===== src/rtl/parallax_pkg.sv =====
// Shared types, widths and helpers for the parallax skyline generator.
package parallax_pkg;

  // Building-height LFSR: Fibonacci form, feedback = s[TAP_HI] ^ s[TAP_LO], shifted in at bit 0.
  localparam int LFSR_W = 9;
  localparam int TAP_HI = LFSR_W - 1;
  localparam int TAP_LO = 4;
  localparam logic [LFSR_W-1:0] LFSR_SEED = '1;

  // Per-layer configuration field widths (also the packing stride on the top-level buses).
  localparam int COL_W   = 2;  // column width exponent
  localparam int RATE_W  = 3;  // frames per origin step minus one
  localparam int VPOS_W  = 10; // line number / horizon
  localparam int STEP_W  = 3;  // lines per cutoff increment exponent
  localparam int COLOR_W = 9;  // {r3,g3,b3}
  localparam int COUNT_W = 3;  // column pixel counter, holds up to 2^3-1

  typedef struct packed {
    logic [COL_W-1:0]   col_log2;
    logic [RATE_W-1:0]  rate;
    logic [VPOS_W-1:0]  horizon;
    logic [STEP_W-1:0]  step_log2;
    logic               border_en;
    logic [COLOR_W-1:0] fill_color;
    logic [COLOR_W-1:0] edge_color;
  } layer_cfg_t;

  // Low bit of layer 'layer' inside a packed bus with 'width' bits per layer.
  function automatic int field_lo(input int layer, input int width);
    return layer * width;
  endfunction

  function automatic logic [LFSR_W-1:0] lfsr_next(input logic [LFSR_W-1:0] s);
    return {s[LFSR_W-2:0], s[TAP_HI] ^ s[TAP_LO]};
  endfunction

  // Mask selecting the valid counter bits for a column of 2^n pixels.
  function automatic logic [COUNT_W-1:0] col_mask(input logic [COL_W-1:0] n);
    return COUNT_W'((1 << n) - 1);
  endfunction

endpackage


===== src/rtl/parallax_scroller_engine_layer.sv =====
// One skyline layer: frame-shadowed config, scroll divider, origin and working
// height LFSRs with column counters, per-line cutoff and vertical-border flag.
module parallax_layer
  import parallax_pkg::*;
#(
  parameter int HEIGHT_W = 4,
  parameter int CUTOFF_W = 5
) (
  input  logic               clk,
  input  logic               rst_n,
  input  logic               line_start_i,
  input  logic               frame_start_i,
  input  logic               visible_i,
  input  logic               scroll_en_i,
  input  logic [VPOS_W-1:0]  vcount_i,
  input  layer_cfg_t         cfg_i,
  output logic               solid_o,
  output logic               border_o,
  output logic [COLOR_W-1:0] fill_o,
  output logic [COLOR_W-1:0] edge_o
);

  localparam logic [VPOS_W-1:0] CUT_MAX = VPOS_W'((1 << CUTOFF_W) - 1);

  layer_cfg_t          cfg_q;
  logic [RATE_W-1:0]   div_q, div_d;
  logic [LFSR_W-1:0]   olfsr_q, olfsr_d;
  logic [COUNT_W-1:0]  ocount_q, ocount_d;
  logic [LFSR_W-1:0]   lfsr_q;
  logic [COUNT_W-1:0]  count_q;
  logic [CUTOFF_W-1:0] cutoff_q, cutoff_d;
  logic                vb_q, vb_d;

  logic [COUNT_W-1:0]  mask_cur;
  logic signed [VPOS_W:0] diff;
  logic [VPOS_W-1:0]   diff_mag;
  logic [VPOS_W-1:0]   diff_shift;
  logic [VPOS_W-1:0]   step_mask;

  assign mask_cur = col_mask(cfg_q.col_log2);

  // Next origin state for a frame boundary; the divider compares against the
  // rate that was in force during the frame just ending.
  always_comb begin
    // NOTE: every combinational output gets a default first so no path leaves it unassigned (no latch).
    div_d    = div_q;
    ocount_d = ocount_q;
    olfsr_d  = olfsr_q;
    if (scroll_en_i) begin
      if (div_q == cfg_q.rate) begin
        div_d = '0;
        if (ocount_q == mask_cur) begin
          ocount_d = '0;
          olfsr_d  = lfsr_next(olfsr_q);
        end else begin
          ocount_d = ocount_q + 1'b1;
        end
      end else begin
        div_d = div_q + 1'b1;
      end
    end
    // A narrower column width arriving with this frame trims the origin counter.
    ocount_d = ocount_d & col_mask(cfg_i.col_log2);
  end

  // Per-line cutoff and vertical border from the signed distance below the horizon.
  always_comb begin
    diff       = $signed({1'b0, vcount_i}) - $signed({1'b0, cfg_q.horizon});
    diff_mag   = diff[VPOS_W-1:0];
    diff_shift = diff_mag >> cfg_q.step_log2;
    step_mask  = (VPOS_W'(1) << cfg_q.step_log2) - VPOS_W'(1);
    cutoff_d   = '0;
    vb_d       = 1'b0;
    if (!diff[VPOS_W]) begin
      cutoff_d = (diff_shift > CUT_MAX) ? '1 : diff_shift[CUTOFF_W-1:0];
      vb_d     = ((diff_mag & step_mask) == '0);
    end
  end

  // Frame-rate state: config shadow, scroll divider and scroll origin.
  always_ff @(posedge clk or negedge rst_n) begin
    if (!rst_n) begin
      cfg_q    <= '0;
      div_q    <= '0;
      olfsr_q  <= LFSR_SEED;
      ocount_q <= '0;
    end else if (frame_start_i) begin
      // NOTE: sequential state uses non-blocking assignments so every register sees pre-edge values.
      cfg_q    <= cfg_i;
      div_q    <= div_d;
      olfsr_q  <= olfsr_d;
      ocount_q <= ocount_d;
    end
  end

  // Pixel-rate state: working LFSR/counter reloaded each line, stepped across visible pixels.
  always_ff @(posedge clk or negedge rst_n) begin
    if (!rst_n) begin
      lfsr_q   <= LFSR_SEED;
      count_q  <= '0;
      cutoff_q <= '0;
      vb_q     <= 1'b0;
    end else if (line_start_i) begin
      lfsr_q   <= olfsr_q;
      count_q  <= ocount_q;
      cutoff_q <= cutoff_d;
      vb_q     <= vb_d;
    end else if (visible_i) begin
      count_q <= (count_q + 1'b1) & mask_cur;
      if (count_q == mask_cur) begin
        lfsr_q <= lfsr_next(lfsr_q);
      end
    end
  end

  assign solid_o  = CUTOFF_W'(lfsr_q[HEIGHT_W-1:0]) < cutoff_q;
  assign border_o = cfg_q.border_en & (vb_q | (count_q == '0));
  assign fill_o   = cfg_q.fill_color;
  assign edge_o   = cfg_q.edge_color;

endmodule


===== src/rtl/parallax_scroller_engine.sv =====
// N-layer parallax skyline generator: per-layer skyline state, front-to-back
// priority mux over the layers and a registered RGB output.
module parallax_scroller_engine
  import parallax_pkg::*;
#(
  parameter int NUM_LAYERS = 2,
  parameter int HEIGHT_W   = 4,
  parameter int CUTOFF_W   = 5
) (
  input  logic                         clk,
  input  logic                         rst_n,
  input  logic [VPOS_W-1:0]            vcount,
  input  logic                         visible,
  input  logic                         line_start,
  input  logic                         frame_start,
  input  logic                         scroll_en,
  input  logic [COL_W*NUM_LAYERS-1:0]  cfg_col_log2,
  input  logic [RATE_W*NUM_LAYERS-1:0] cfg_rate,
  input  logic [VPOS_W*NUM_LAYERS-1:0] cfg_horizon,
  input  logic [STEP_W*NUM_LAYERS-1:0] cfg_step_log2,
  input  logic [NUM_LAYERS-1:0]        cfg_border,
  input  logic [COLOR_W*NUM_LAYERS-1:0] cfg_fill,
  input  logic [COLOR_W*NUM_LAYERS-1:0] cfg_edge,
  input  logic [COLOR_W-1:0]           cfg_sky,
  output logic [COLOR_W-1:0]           rgb_out,
  output logic                         rgb_valid
);

  logic [NUM_LAYERS-1:0] solid;
  logic [NUM_LAYERS-1:0] border;
  logic [COLOR_W-1:0]    fill       [NUM_LAYERS];
  logic [COLOR_W-1:0]    edge_color [NUM_LAYERS];

  logic                  armed_q;
  logic [COLOR_W-1:0]    sky_q;
  logic [COLOR_W-1:0]    rgb_q, pix_d;
  logic                  rgb_valid_q;

  for (genvar g = 0; g < NUM_LAYERS; g++) begin : g_layer
    layer_cfg_t cfg;
    assign cfg.col_log2   = cfg_col_log2[field_lo(g, COL_W) +: COL_W];
    assign cfg.rate       = cfg_rate[field_lo(g, RATE_W) +: RATE_W];
    assign cfg.horizon    = cfg_horizon[field_lo(g, VPOS_W) +: VPOS_W];
    assign cfg.step_log2  = cfg_step_log2[field_lo(g, STEP_W) +: STEP_W];
    assign cfg.border_en  = cfg_border[g];
    assign cfg.fill_color = cfg_fill[field_lo(g, COLOR_W) +: COLOR_W];
    assign cfg.edge_color = cfg_edge[field_lo(g, COLOR_W) +: COLOR_W];

    parallax_layer #(
      .HEIGHT_W (HEIGHT_W),
      .CUTOFF_W (CUTOFF_W)
    ) u_layer (
      .clk           (clk),
      .rst_n         (rst_n),
      .line_start_i  (line_start),
      .frame_start_i (frame_start),
      .visible_i     (visible),
      .scroll_en_i   (scroll_en),
      .vcount_i      (vcount),
      .cfg_i         (cfg),
      .solid_o       (solid[g]),
      .border_o      (border[g]),
      .fill_o        (fill[g]),
      .edge_o        (edge_color[g])
    );
  end

  // Front-to-back priority: walking from the back layer forward lets layer 0 win last.
  always_comb begin
    pix_d = sky_q;
    for (int i = NUM_LAYERS - 1; i >= 0; i--) begin
      if (solid[i]) begin
        pix_d = border[i] ? edge_color[i] : fill[i];
      end
    end
  end

  // Arm on the first frame, shadow the sky colour per frame, register the pixel.
  always_ff @(posedge clk or negedge rst_n) begin
    if (!rst_n) begin
      armed_q     <= 1'b0;
      sky_q       <= '0;
      rgb_q       <= '0;
      rgb_valid_q <= 1'b0;
    end else begin
      if (frame_start) begin
        armed_q <= 1'b1;
        sky_q   <= cfg_sky;
      end
      if (visible && armed_q) begin
        rgb_q       <= pix_d;
        rgb_valid_q <= 1'b1;
      end else begin
        rgb_q       <= '0;
        rgb_valid_q <= 1'b0;
      end
    end
  end

  assign rgb_out   = rgb_q;
  assign rgb_valid = rgb_valid_q;

endmodule


===== config.mk =====
export PLATFORM = sky130hd
export DESIGN_NAME = parallax_scroller_engine
export DESIGN_NICKNAME = d
export VERILOG_FILES = /design/src/rtl/parallax_pkg.sv /design/src/rtl/parallax_scroller_engine_layer.sv /design/src/rtl/parallax_scroller_engine.sv
export SDC_FILE = /design/constraint.sdc
export NUM_CORES = 1
export LEC_CHECK = 0
export ABC_CLOCK_PERIOD_IN_PS = 3300
export BUFFER_PORTS_ARGS = -buffer_cell sky130_fd_sc_hd__buf_4
export CORE_MARGIN = 2
export CORE_UTILIZATION = 38
export DETAILED_ROUTE_END_ITERATION = 8
export GPL_ROUTABILITY_DRIVEN = 0
export PLACE_DENSITY = 0.52
export REMOVE_ABC_BUFFERS = 1
export SYNTH_ARGS = -nofsm -noshare
export SYNTH_HDL_FRONTEND = slang
export SYNTH_HIERARCHICAL = 1
export SYNTH_SLANG_ARGS = --single-unit
export TNS_END_PERCENT = 20

===== constraint.sdc =====
create_clock -name clk -period 3.3 [get_ports clk]
set_input_delay 0 -clock clk [delete_from_list [all_inputs] [get_ports clk]]
set_output_delay 0 -clock clk [all_outputs]
set_load 0.02 [all_outputs]

==> results.md <==
- Outcome: complete, no violations
- Hold Crit Class: in -> reg
- Post-detailed-placement half-perimeter wirelength: 16.24 mm
- FF+latch count, synth: 160
- Starting DRC count in detailed routing: around 440
- CP Launch Point: g_layer[0].u_layer/cfg_q[22]
- Hold Fails Final Rpt: 0
- Number of remaining DRC errors: 0
- Initial Util: a little under 40%
- CTS H-tree lvls: 4
- Gate Count Post-Synth: about 970
- Reg2Reg Depth: 11
- Layout area overhead: 23.33%
- CTS Sinks: 160
- Critical path fanouts, max: 5
- Antenna Nets Post-Route: 0
- Non-filler instance count after layout: 1462
- Router iterations before antenna repair: 5
- Avg WL per Cell: ~16 µm
- Max Root-Sink Buffers: 2
- Row count: 58
- Min-delay src: line_start
- Largest net degree at the start of global routing: roughly 70
- Worst clock skew: 0.01562 ns
- Pins over their slew limit: 0
- Die Span X: 163.7 µm
- CP endpoint kind: flip-flop
- Clk_lat worst skew: 0.42 ns
- Placed insts: between 1000 and 1500
- Worst-Margin Slew: between 0.6 and 0.7 ns
- Commonest non-fill, non-tap cells in the layout: 124 x dfrtp_1, 121 x buf_4, 98 x o21ai_0
- Yosys warnings: 6
- Headroom to the max-slew limit: 54.81%
- IR drop worst, VDD: between 300 and 400 µV
- Pwr dens: 530.2 nW/µm²
- # fillers: 2455
- Setup-failing EPs final: 0
- Final worst-path cycle share: around nine tenths
- Number of synthesized flops with an enable pin: 0
- Root Driver: clkbuf_16
- Area of the multi-input gates: roughly 5000 µm²
- GRT Resource Usage Total: 17.91%
- Most common cell after layout, fill and taps aside: dfrtp_1
- M2 GR Usage: 28.97%
- Cell area after synthesis: between 9000 and 10000 µm²
- CP arrival: ~3.3 ns
- Layout cells sized above 1: between 20% and 30%
- Reg clk slew, reported paths: 0.07 ns
- Syn Area/Cell: 9.986 µm²
- Initial antenna violation count: 0
- Met3 usage: between 3 and 4%
- Grt peak-use layer: met2
- CTS tree: yes
- Crit path launch type: flip-flop
- Routed vias/inst: 5.152
- Core Util, Final: a little under half
- Die area: ~27000 µm²
- Post-route setup TNS: 0 ns
- FF/Latch Area: 4049 µm²
- Required time worst endpoint: 3.63 ns
- Final WL: about 23 mm
- Leakage: 5.139 nW
- Max Cap Viol: 0
- RR Endpoint: g_layer[0].u_layer/cutoff_q[2]
- RSZ-0062 raised after global routing: no
- # IOs: around 110
- Vias: ~7500
- Final nets: ~1300
- Worst r2r src: g_layer[0].u_layer/cfg_q[22]
- Reg2reg setup slack: 0.35 ns
- ANT cells: 0
- Ys async rst share: 100.0%
- Clock period minus worst slack: 2.946 ns
- First-pass GRT wire length: between 30 and 40 mm
- Fmax: around 340 MHz
- PortBufs: roughly 110
- Synth cell types: between 80 and 90
- Num CTS Buffers: 17
- Chip Height: between 150 and 200 µm
- Crit Path Class: reg -> reg
- Register area share after synthesis: 41.75%
- Place WS: just under 0.4 ns
- Gr ovfl total: 0
- Core area: ~25000 µm²
- GR met1 Demand/Resource: approximately a quarter
- Final setup margin: 0.3543 ns
- Post-CTS Resized: 0
- Critical Path End: g_layer[0].u_layer/cutoff_q[2]
- Ys flop type: dfrtp_1
- Vias in the first global route: around 7500
cells by family after synthesis:
kind of cell | share of synthesized area (%)
and+or+nand+nor | 11.42
muxes | 14.14
DFF | 41.75
buffers and inverters | 7.639
AOI/OAI and AO/OA | 17.21
xor gates and xnor gates | 2.516
adders and majority gates | 5.316
synth_stat cells (4+ instances only):
master	n	area share [%]
nor2b_1	9	0.58
dfstp_2	36	9.8
ha_1	38	4.9
xnor2_1	12	1.1
nor4_1	5	0.32
nand3_1	14	0.72
a21oi_1	35	1.8
mux2i_1	38	3.9
o21ai_0	99	5.1
buf_4	37	2.9
nand2b_1	8	0.52
a21boi_0	4	0.31
buf_6	7	0.81
and2_1	4	0.26
xor2_1	14	1.3
a211oi_2	4	0.52
buf_2	4	0.21
clkbuf_1	26	1.0
mux4_2	4	0.93
nor3_1	24	1.2
nor2_1	46	1.8
inv_1	62	2.4
dfrtp_1	124	32
a31oi_1	9	0.58
mux2_2	80	9.3
nand2_1	89	3.4
o211ai_1	5	0.39
and3_1	5	0.32
o22ai_1	10	0.65
a21o_1	10	0.77
a211o_1	10	0.90
or2_2	5	0.32
a32oi_1	5	0.45
through the flow:
stage                     power, mW  hold slack [ns]  area (µm²)
after floorplan               3.738          -0.2956        9189
after global placement        4.379          0.06920       10540
after detailed placement      4.398          0.07701       10540
after CTS                     6.420          0.05548       11960
after global routing          6.747           0.1038       11960
final                         6.341          0.07379       11960
power breakdown:
| group | total (mW) | switching, mW | internal, mW |
|---|---|---|---|
| clock network | 1.90 | 0.836 | 1.06 |
| logic | 1.96 | 1.06 | 0.902 |
| registers | 2.48 | 0.199 | 2.28 |
layer usage:
metal | part of all wire [%] | up-vias
met3 | 2.9 | 20
met1 | 48 | 3636
met5 | 0 | -
li1 | - | 3737
met2 | 48 | 139
met4 | 1.6 | 0
worst min-delay path by stage:
stage	to	slack [ns]	depth (start not counted)
floorplan	armed_q	-0.30	0
global placement	g_layer[0].u_layer/cfg_q[30]	0.07	1
detailed placement	g_layer[0].u_layer/cfg_q[25]	0.08	1
CTS	g_layer[1].u_layer/lfsr_q[4]	0.06	3
global route	g_layer[0].u_layer/lfsr_q[4]	0.10	3
finish	g_layer[0].u_layer/lfsr_q[4]	0.07	3
cell type report:
| type | count | share of cell area [%] |
|---|---|---|
| Clock buffer | 20 | 3.735 |
| Inverter | 62 | 1.946 |
| Tap cell | 330 | 3.453 |
| Clock inverter | 12 | 0.9207 |
| Timing Repair Buffer | 209 | 15.06 |
| Multi-Input combinational cell | 669 | 41.03 |
| Sequential cell | 160 | 33.86 |
worst max-delay path, cell delays in order (launching register included):
cell and delay (ns):
dfrtp_1 0.35, ha_1 0.16, inv_1 0.05, fa_1 0.44
a211oi_2 0.37, o211a_1 0.23, nor2_1 0.06, nor2_1 0.33
o32ai_1 0.16, o32ai_2 0.46, nor4_1 0.12, o22ai_1 0.12
registers in the layout, summed over array words and instances, names as in the netlist:
signal and count:
g_layer.u_layer/count_q 6, g_layer.u_layer/lfsr_q 18, g_layer.u_layer/olfsr_q 18, g_layer.u_layer/cfg_q 38
sky_q 9, rgb_valid 1, armed_q 1, g_layer.u_layer/edge_o 18
g_layer.u_layer/ocount_q 6, g_layer.u_layer/div_q 6, g_layer.u_layer/fill_o 18, g_layer.u_layer/cutoff_q 10
rgb_out 9, g_layer.u_layer/vb_q 2
repair_timing:
item,CTS,global route
hold buffers,86,0
buffers inserted,0,0
endpoints found under the hold margin,161,0
Note: power is estimated with default switching activity, not from simulation.
